--- config.mk ---
export PLATFORM = sky130hd
export DESIGN_NAME = bool_issue_scheduler
export DESIGN_NICKNAME = d
export VERILOG_FILES = /design/src/rtl/bool_issue_scheduler.sv
export SDC_FILE = /design/constraint.sdc
export NUM_CORES = 1
export LEC_CHECK = 0
export ABC_AREA = 1
export BUFFER_PORTS_ARGS = -buffer_cell sky130_fd_sc_hd__buf_2
export CAP_MARGIN = 20
export CORE_MARGIN = 2
export CORE_UTILIZATION = 51
export DETAILED_ROUTE_END_ITERATION = 16
export PLACE_DENSITY = 0.79
export SETUP_SLACK_MARGIN = 0.2
export SYNTH_ARGS = -nofsm -noshare
export SYNTH_HDL_FRONTEND = slang
export SYNTH_SLANG_ARGS = --single-unit
--- constraint.sdc ---
create_clock -name general_clk -period 3.25 [get_ports general_clk]
set_input_delay 0.325 -clock general_clk [delete_from_list [all_inputs] [get_ports general_clk]]
set_output_delay 0.325 -clock general_clk [all_outputs]
set_load 0.02 [all_outputs]
--- src/rtl/bool_issue_scheduler.sv ---
// Issue scheduler for the 3-lane parallel-bool encoder.
// Packs bools into slots, tracks them through the encoder, flags end of stream.
module bool_issue_scheduler #(
    parameter int RANGE_WIDTH  = 16,
    parameter int SYMBOL_WIDTH = 4,
    parameter int PIPE_DEPTH   = 3,
    parameter int TIMEOUT      = 8,
    parameter int TO_WIDTH     = 4
) (
    input  logic                    general_clk,
    input  logic                    reset,
    input  logic                    in_valid,
    output logic                    in_ready,
    input  logic [RANGE_WIDTH-1:0]  in_fl,
    input  logic [RANGE_WIDTH-1:0]  in_fh,
    input  logic [SYMBOL_WIDTH-1:0] in_symbol,
    input  logic [SYMBOL_WIDTH:0]   in_nsyms,
    input  logic                    in_bool,
    input  logic                    in_last,
    output logic                    enc_valid,
    output logic [1:0]              enc_lanes,
    output logic [RANGE_WIDTH-1:0]  enc_fl,
    output logic [RANGE_WIDTH-1:0]  enc_fh,
    output logic [SYMBOL_WIDTH:0]   enc_nsyms,
    output logic [SYMBOL_WIDTH-1:0] enc_symbol_1,
    output logic [SYMBOL_WIDTH-1:0] enc_symbol_2,
    output logic [SYMBOL_WIDTH-1:0] enc_symbol_3,
    output logic                    enc_bool_1,
    output logic                    enc_bool_2,
    output logic                    enc_bool_3,
    output logic                    res_valid,
    output logic [1:0]              res_lanes,
    output logic                    done,
    output logic                    busy
);

    typedef enum logic [1:0] {S_IDLE, S_ACC, S_DRAIN} state_e;

    state_e                  state_q, state_d;
    logic [1:0]              pending_q, pending_d;
    logic [SYMBOL_WIDTH-1:0] hold1_q, hold1_d, hold2_q, hold2_d;
    logic [TO_WIDTH-1:0]     to_q, to_d;
    logic                    enc_valid_q, enc_valid_d;
    logic [1:0]              enc_lanes_q, enc_lanes_d;
    logic [RANGE_WIDTH-1:0]  enc_fl_q, enc_fl_d, enc_fh_q, enc_fh_d;
    logic [SYMBOL_WIDTH:0]   enc_nsyms_q, enc_nsyms_d;
    logic [SYMBOL_WIDTH-1:0] sym1_q, sym1_d, sym2_q, sym2_d, sym3_q, sym3_d;
    logic                    b1_q, b1_d, b2_q, b2_d, b3_q, b3_d;
    logic                    enc_last_q, enc_last_d;
    logic [PIPE_DEPTH-1:0]   pv_q, pv_d, pt_q, pt_d;
    logic [PIPE_DEPTH-1:0][1:0] pl_q, pl_d;
    logic                    accept;
    logic [1:0]              p_inc;

    assign in_ready = (state_q != S_DRAIN) &&
                      !(state_q == S_ACC && in_valid && !in_bool);
    assign accept   = in_valid && in_ready;
    assign p_inc    = pending_q + 2'd1;

    always_comb begin
        state_d     = state_q;
        pending_d   = pending_q;
        hold1_d     = hold1_q;
        hold2_d     = hold2_q;
        to_d        = to_q;
        enc_valid_d = 1'b0;
        enc_lanes_d = enc_lanes_q;
        enc_fl_d    = enc_fl_q;
        enc_fh_d    = enc_fh_q;
        enc_nsyms_d = enc_nsyms_q;
        sym1_d      = sym1_q;
        sym2_d      = sym2_q;
        sym3_d      = sym3_q;
        b1_d        = b1_q;
        b2_d        = b2_q;
        b3_d        = b3_q;
        enc_last_d  = enc_last_q;
        if (state_q == S_DRAIN) begin
            if (done) state_d = S_IDLE;
        end else if (accept && in_bool) begin
            to_d = '0;
            if (p_inc == 2'd3 || in_last) begin
                enc_valid_d = 1'b1;
                enc_lanes_d = p_inc;
                enc_fl_d    = '0;
                enc_fh_d    = '0;
                enc_nsyms_d = '0;
                sym1_d      = (p_inc == 2'd1) ? in_symbol : hold1_q;
                sym2_d      = (p_inc == 2'd2) ? in_symbol :
                              (p_inc == 2'd3) ? hold2_q : '0;
                sym3_d      = (p_inc == 2'd3) ? in_symbol : '0;
                b1_d        = 1'b1;
                b2_d        = (p_inc != 2'd1);
                b3_d        = (p_inc == 2'd3);
                enc_last_d  = in_last;
                pending_d   = '0;
                state_d     = in_last ? S_DRAIN : S_IDLE;
            end else begin
                if (pending_q == 2'd0) hold1_d = in_symbol;
                else                   hold2_d = in_symbol;
                pending_d = p_inc;
                state_d   = S_ACC;
            end
        end else if (accept) begin
            enc_valid_d = 1'b1;
            enc_lanes_d = 2'd1;
            enc_fl_d    = in_fl;
            enc_fh_d    = in_fh;
            enc_nsyms_d = in_nsyms;
            sym1_d      = in_symbol;
            sym2_d      = '0;
            sym3_d      = '0;
            b1_d        = 1'b0;
            b2_d        = 1'b0;
            b3_d        = 1'b0;
            enc_last_d  = in_last;
            to_d        = '0;
            state_d     = in_last ? S_DRAIN : S_IDLE;
        end else if (state_q == S_ACC &&
                     (in_valid || to_q == TO_WIDTH'(TIMEOUT))) begin
            // refused non-bool or idle timeout: flush held bools
            enc_valid_d = 1'b1;
            enc_lanes_d = pending_q;
            enc_fl_d    = '0;
            enc_fh_d    = '0;
            enc_nsyms_d = '0;
            sym1_d      = hold1_q;
            sym2_d      = (pending_q == 2'd2) ? hold2_q : '0;
            sym3_d      = '0;
            b1_d        = 1'b1;
            b2_d        = (pending_q == 2'd2);
            b3_d        = 1'b0;
            enc_last_d  = 1'b0;
            pending_d   = '0;
            to_d        = '0;
            state_d     = S_IDLE;
        end else if (state_q == S_ACC) begin
            to_d = to_q + TO_WIDTH'(1);
        end
    end

    always_comb begin
        pv_d    = '0;
        pt_d    = '0;
        pl_d    = '0;
        pv_d[0] = enc_valid_q;
        pt_d[0] = enc_valid_q && enc_last_q;
        pl_d[0] = enc_lanes_q;
        for (int i = 1; i < PIPE_DEPTH; i++) begin
            pv_d[i] = pv_q[i-1];
            pt_d[i] = pt_q[i-1];
            pl_d[i] = pl_q[i-1];
        end
    end

    always_ff @(posedge general_clk or posedge reset) begin
        if (reset) begin
            state_q     <= S_IDLE;
            pending_q   <= '0;
            hold1_q     <= '0;
            hold2_q     <= '0;
            to_q        <= '0;
            enc_valid_q <= 1'b0;
            enc_lanes_q <= '0;
            enc_fl_q    <= '0;
            enc_fh_q    <= '0;
            enc_nsyms_q <= '0;
            sym1_q      <= '0;
            sym2_q      <= '0;
            sym3_q      <= '0;
            b1_q        <= 1'b0;
            b2_q        <= 1'b0;
            b3_q        <= 1'b0;
            enc_last_q  <= 1'b0;
            pv_q        <= '0;
            pt_q        <= '0;
            pl_q        <= '0;
        end else begin
            state_q     <= state_d;
            pending_q   <= pending_d;
            hold1_q     <= hold1_d;
            hold2_q     <= hold2_d;
            to_q        <= to_d;
            enc_valid_q <= enc_valid_d;
            enc_lanes_q <= enc_lanes_d;
            enc_fl_q    <= enc_fl_d;
            enc_fh_q    <= enc_fh_d;
            enc_nsyms_q <= enc_nsyms_d;
            sym1_q      <= sym1_d;
            sym2_q      <= sym2_d;
            sym3_q      <= sym3_d;
            b1_q        <= b1_d;
            b2_q        <= b2_d;
            b3_q        <= b3_d;
            enc_last_q  <= enc_last_d;
            pv_q        <= pv_d;
            pt_q        <= pt_d;
            pl_q        <= pl_d;
        end
    end

    assign enc_valid    = enc_valid_q;
    assign enc_lanes    = enc_lanes_q;
    assign enc_fl       = enc_fl_q;
    assign enc_fh       = enc_fh_q;
    assign enc_nsyms    = enc_nsyms_q;
    assign enc_symbol_1 = sym1_q;
    assign enc_symbol_2 = sym2_q;
    assign enc_symbol_3 = sym3_q;
    assign enc_bool_1   = b1_q;
    assign enc_bool_2   = b2_q;
    assign enc_bool_3   = b3_q;
    assign res_valid    = pv_q[PIPE_DEPTH-1];
    assign res_lanes    = pl_q[PIPE_DEPTH-1];
    assign done         = pv_q[PIPE_DEPTH-1] && pt_q[PIPE_DEPTH-1];
    assign busy         = (state_q != S_IDLE);

endmodule

* Yosys cells after proc, flatten, opt, wreduce, memory -nomap -nowiden
Cells that the tools add are included.
Word-level totals: register bits 84, output and inout port bits 61
Operators by class: add/sub/neg operators 2, equality and inequality tests 12, muxes and demuxes 65, bitwise gates (word level) 3, reduce and logical (&&, ||, !) cells 24
Operators by type and width (number):
- $mux W16 | 6
- $mux W4 | 21
- $mux W2 | 14
- $mux W1 | 20
- $mux W5 | 4
- $eq A2 B2 Y1 const B | 4
- $logic_and A1 B1 Y1 | 8
- $reduce_and A4 Y1 | 2
- $reduce_bool A4 Y1 | 2
- $ne A2 B1 Y1 const B | 3
- $reduce_and A3 Y1 | 2
- $add A4 B1 Y4 const B | 1
- $eq A2 B1 Y1 const B | 2
- $eq A4 B4 Y1 const B | 1
- $ne A2 B2 Y1 const B | 2
- $reduce_and A2 Y1 | 2
- $reduce_bool A2 Y1 | 2
- $not A1 Y1 | 3
- $reduce_bool A3 Y1 | 1
- $add A2 B1 Y2 const B | 1
- $logic_not A1 Y1 | 2
- $logic_not A2 Y1 | 1
- $logic_or A1 B1 Y1 | 2

* Logic depth before layout (Yosys ltp)
depth in word-level cells 9, depth in mapped cells 10

* Worst setup path after synthesis
No wires, ideal clock.
kind register -> register, start point register pending_q[0], end point register b2_q, in the netlist enc_bool_2, arrival 1372 ps, required time 3134 ps, path slack 1761 ps, stages on the path, launching flop included 10, buffers on the path 1, cells stage by stage dfrtp_1 > inv_1 > ha_1 > nor2_1 > inv_1 > nor2_1 > nor2_2 > buf_4 > nand2_1 > nand2_1
On the way: longest elaborated chain between the ends 5, elaborated cells on any way between the ends 11
Ends and longest elaborated chain:
- start: declaration | line 40 | logic [1:0] pending_q, pending_d;
- start signal: assignment | line 180 | pending_q <= pending_d;
- $add A2 B1 Y2 | line 58 | assign p_inc = pending_q + 2'd1;
- $eq A2 B2 Y1 | line 82 | if (p_inc == 2'd3 || in_last) begin
- $logic_or A1 B1 Y1 | line 82
- $ne A2 B1 Y1 (no source line)
- $reduce_and A3 Y1 (no source line)
- end signal: assignment | line 172 | b2_q <= 1'b0;
- end signal: assignment | line 193 | b2_q <= b2_d;
- end: declaration | line 48 | logic b1_q, b1_d, b2_q, b2_d, b3_q, b3_d;
Several ways; a longest one is shown, not always the timed one. The select of a mux whose other input is x is not followed. A chain may end at the register's enable or synchronous reset.

* Worst setup path after layout
start point register state_q[0], end point output port in_ready
On the way: longest elaborated chain between the ends 5, elaborated cells on any way between the ends 6
Ends and longest elaborated chain:
- start: declaration | line 39 | state_e state_q, state_d;
- start signal: assignment | line 179 | state_q <= state_d;
- $eq A2 B1 Y1 | line 56 | !(state_q == S_ACC && in_valid && !in_bool);
- $logic_and A1 B1 Y1 (2 in series) | line 56
- $logic_not A1 Y1 | line 56
- $logic_and A1 B1 Y1 * | line 55 | assign in_ready = (state_q != S_DRAIN) &&
- end: declaration | line 13 | output logic in_ready,
Mark *: on every way between the ends. The rest lies on a longest branch, timed or not.

==> run_results.csv <==
group,metric,value,unit
critical_path,critPathTopFamily,"buffers and inverters",
final_layout,multiInputGateArea,1220,sq um
clock_tree,cts-root-buf,"clkbuf_8",
route,num_vias,2949,
timing,hold_viol,0,
logic_synthesis,syn_area,3550,sq um
timing,setup_viol,0,
timing,layout_setup_ws,1380,ps
logic_synthesis,synth_cell_type_count,25,
final_layout,fillers,598,
logic_synthesis,synth_top_area_share,59.3,%
critical_path,cp-end-kind,"output pin",
power,power_density,999,nW/um^2
logic_synthesis,seq_area_frac_synth,59.3,%
final_layout,area_growth,21.5,%
timing,fmax,533,MHz
floorplan,row_count,30,
clock_tree,clock_latency,350,ps
timing,finalCritPeriodShare,57.7,%
final_layout,diodes,0,
timing,fin_hold_ws,149,ps
logic_synthesis,syn-instance-count,390,
logic_synthesis,synth_seq_cells,84,
critical_path,r2r_start,"pending_q[0]",
logic_synthesis,syn-num-nets,442,
critical_path,critical_path_arrival,1550,ps
route,drcViolationCount,0,
critical_path,timing_worst_setup_path_type,"reg -> out",
floorplan,die_x,87.4,um
run,drv_cap,0,
logic_synthesis,yosysTopAreaCell,"dfrtp_1",
logic_synthesis,synthFlopType,"dfrtp_1",
clock_tree,cts_resized,0,
logic_synthesis,synthTopCellsByArea,"dfrtp_1 59%, nand2_1 16%, nand3_1 7.3%, o21ai_0 2.4%, inv_1 2.2%",
clock_tree,clk_pin_slew,90,ps
timing,period_needed,1870,ps
clock_tree,holdBufCountCts,0,
floorplan,dieHeight,87.4,um
clock_tree,cts_buffer_depth,2,
floorplan,initial_core_util,52.5,%
route,first_pass_iters,5,
final_layout,layoutNonFillerInstCount,580,
route,ant_nets,0,
power,design_power_total,4.30,mW
timing,skew,11.2,ps
logic_synthesis,async_flop_share,100,%
clock_tree,cts_setup_buffers,0,
clock_tree,htreeDepth,3,
grt,track_usage,22.5,%
final_layout,final_area,4310,sq um
critical_path,reg2reg_depth,8,
logic_synthesis,yosys_warnings,0,
logic_synthesis,synth_edf_count,0,
route,drt_wl_total,8160,um
final_layout,drive_above_1_share,28.4,%
grt,grt_overflow,0,
critical_path,crit_path_top_delay_cell,"dfrtp_1",
final_layout,area.sequential,2100,sq um
timing,fin_setup_tns,0,ps
place,io_buffers,106,
status,status,"finished clean",
route,first_iter_violations,203,
final_layout,fin_util,63.8,%
place,dpl_worst_slack,1390,ps
logic_synthesis,syn_avg_cell_area,9.10,sq um
critical_path,cp_data_required_time,2920,ps
grt,antenna_found_initial,0,
clock_tree,cts_tree,"yes",
timing,rsz0062_at_grt,"false",
timing,slew_violations,0,
floorplan,ios,107,
route,via_per_inst,5.08,
worst_hold_path,hold_path_class,"in -> async",
place,dpl_cell_area,4090,sq um
floorplan,core_area,6760,sq um
critical_path,rr_endpoint,"hold1_q[0]",
grt,grt_pass1_vias,2778,
critical_path,crit_buf_inv,3,
power,peakVddDrop,482,uV
place,place.gp.congestion,0.906,
route,wire_per_inst,14.1,um
critical_path,crit_chain,"inv_2, nor2_2, nand2_1, nand2_1, inv_2, buf_2",
floorplan,design.die.area,7640,sq um
timing,tightest_slew,940,ps
grt,grt_max_degree,58,
clock_tree,cts.sinks,84,
critical_path,cp_slowest_stage_delay,410,ps
power,p_leak,2.47,nW
grt,grt_pass1_wl,13200,um
clock_tree,cts_inserted_buffers,9,
critical_path,path_max_fanout,20,
critical_path,r2r_slack,1500,ps
place,placed_cells,564,
critical_path,startpoint_type,"flop",
timing,relSlewSlack,37.2,%
place,dp_hpwl,5760,um
final_layout,nets,547,
## power by group
| group | internal, mW | total, mW | switching (mW) |
|---|---|---|---|
| logic | 0.541 | 1.74 | 1.20 |
| clock network | 0.442 | 0.831 | 0.389 |
| registers | 1.49 | 1.74 | 0.242 |
## routing by layer
layer	global-route usage, %	vias up	part of all wire [%]	routed length [um]
met5	0	-	0	0
met4	10.5	0	2.4	196
met3	3.70	19	5.6	453
met2	36.5	113	49	3990
met1	29.6	1368	43	3520
li1	-	1449	-	-
## cell usage in the layout, fill, tap and decap left out, drive strengths merged
cell type and instances:
nand2 157, buf 110, dfrtp 84, nand3 53, inv 27, o21ai 19
nor2 15, clkbuf 10, ha 6, a21oi 5, o22ai 5, clkinv 3
bufinv 2, nand4 1, nor3b 1, o211ai 1, xor2 1
## final cells by class
type	count	share of cell area [%]
Sequential cell	84	48.8
Multi-Input combinational cell	264	28.4
Timing Repair Buffer	110	13.0
Clock buffer	10	2.96
Tap cell	80	2.32
Inverter	26	2.29
Clock inverter	6	2.21
## synthesized netlist by cell type, types with 2 or more instances
library cell / n
a21oi_1: 5
buf_2: 5
buf_4: 3
buf_6: 6
clkbuf_1: 2
dfrtp_1: 84
ha_1: 6
inv_1: 21
inv_2: 5
nand2_1: 153
nand2_2: 3
nand3_1: 52
nor2_1: 10
nor2_2: 4
o21ai_0: 17
o22ai_1: 5
## how the worst max path moves through the flow
stage,from,end,cells after the start
2_1_floorplan,reset,enc_bool_1,1
4_1_cts,state_q[0],in_ready,6
5_1_grt,state_q[0],in_ready,6
3_5_place_dp,in_valid,in_ready,8
3_3_place_gp,in_valid,in_ready,8
6_report,state_q[0],in_ready,6
## cells by family (layout without fill, tap and decap cells)
logic type	after synthesis	count (layout)	share of synthesized area, %
flops	84	84	59.3
xor+xnor	1	1	0.247
compound gates	30	30	4.80
fa+ha+maj	6	6	2.12
buf+inv	42	152	6.21
simple gates	227	227	27.4
## flip-flops by register name, summed over array words and instances (netlist names), 4 cells and up
signal / flops
hold1_q: 4
enc_symbol_3: 4
pl_d: 4
to_q: 4
hold2_q: 4
enc_symbol_2: 4
enc_fh: 16
enc_fl: 16
enc_symbol_1: 4
enc_nsyms: 5
## worst register-to-register path: stages, from the launching register on
cell and delay (ps):
dfrtp_1 380, inv_1 110, ha_1 250, nor2_1 210
inv_1 100, nor2_1 170, nand2_1 210, nand2_1 110
o21ai_0 90
Note: power is estimated with default switching activity, not from simulation.
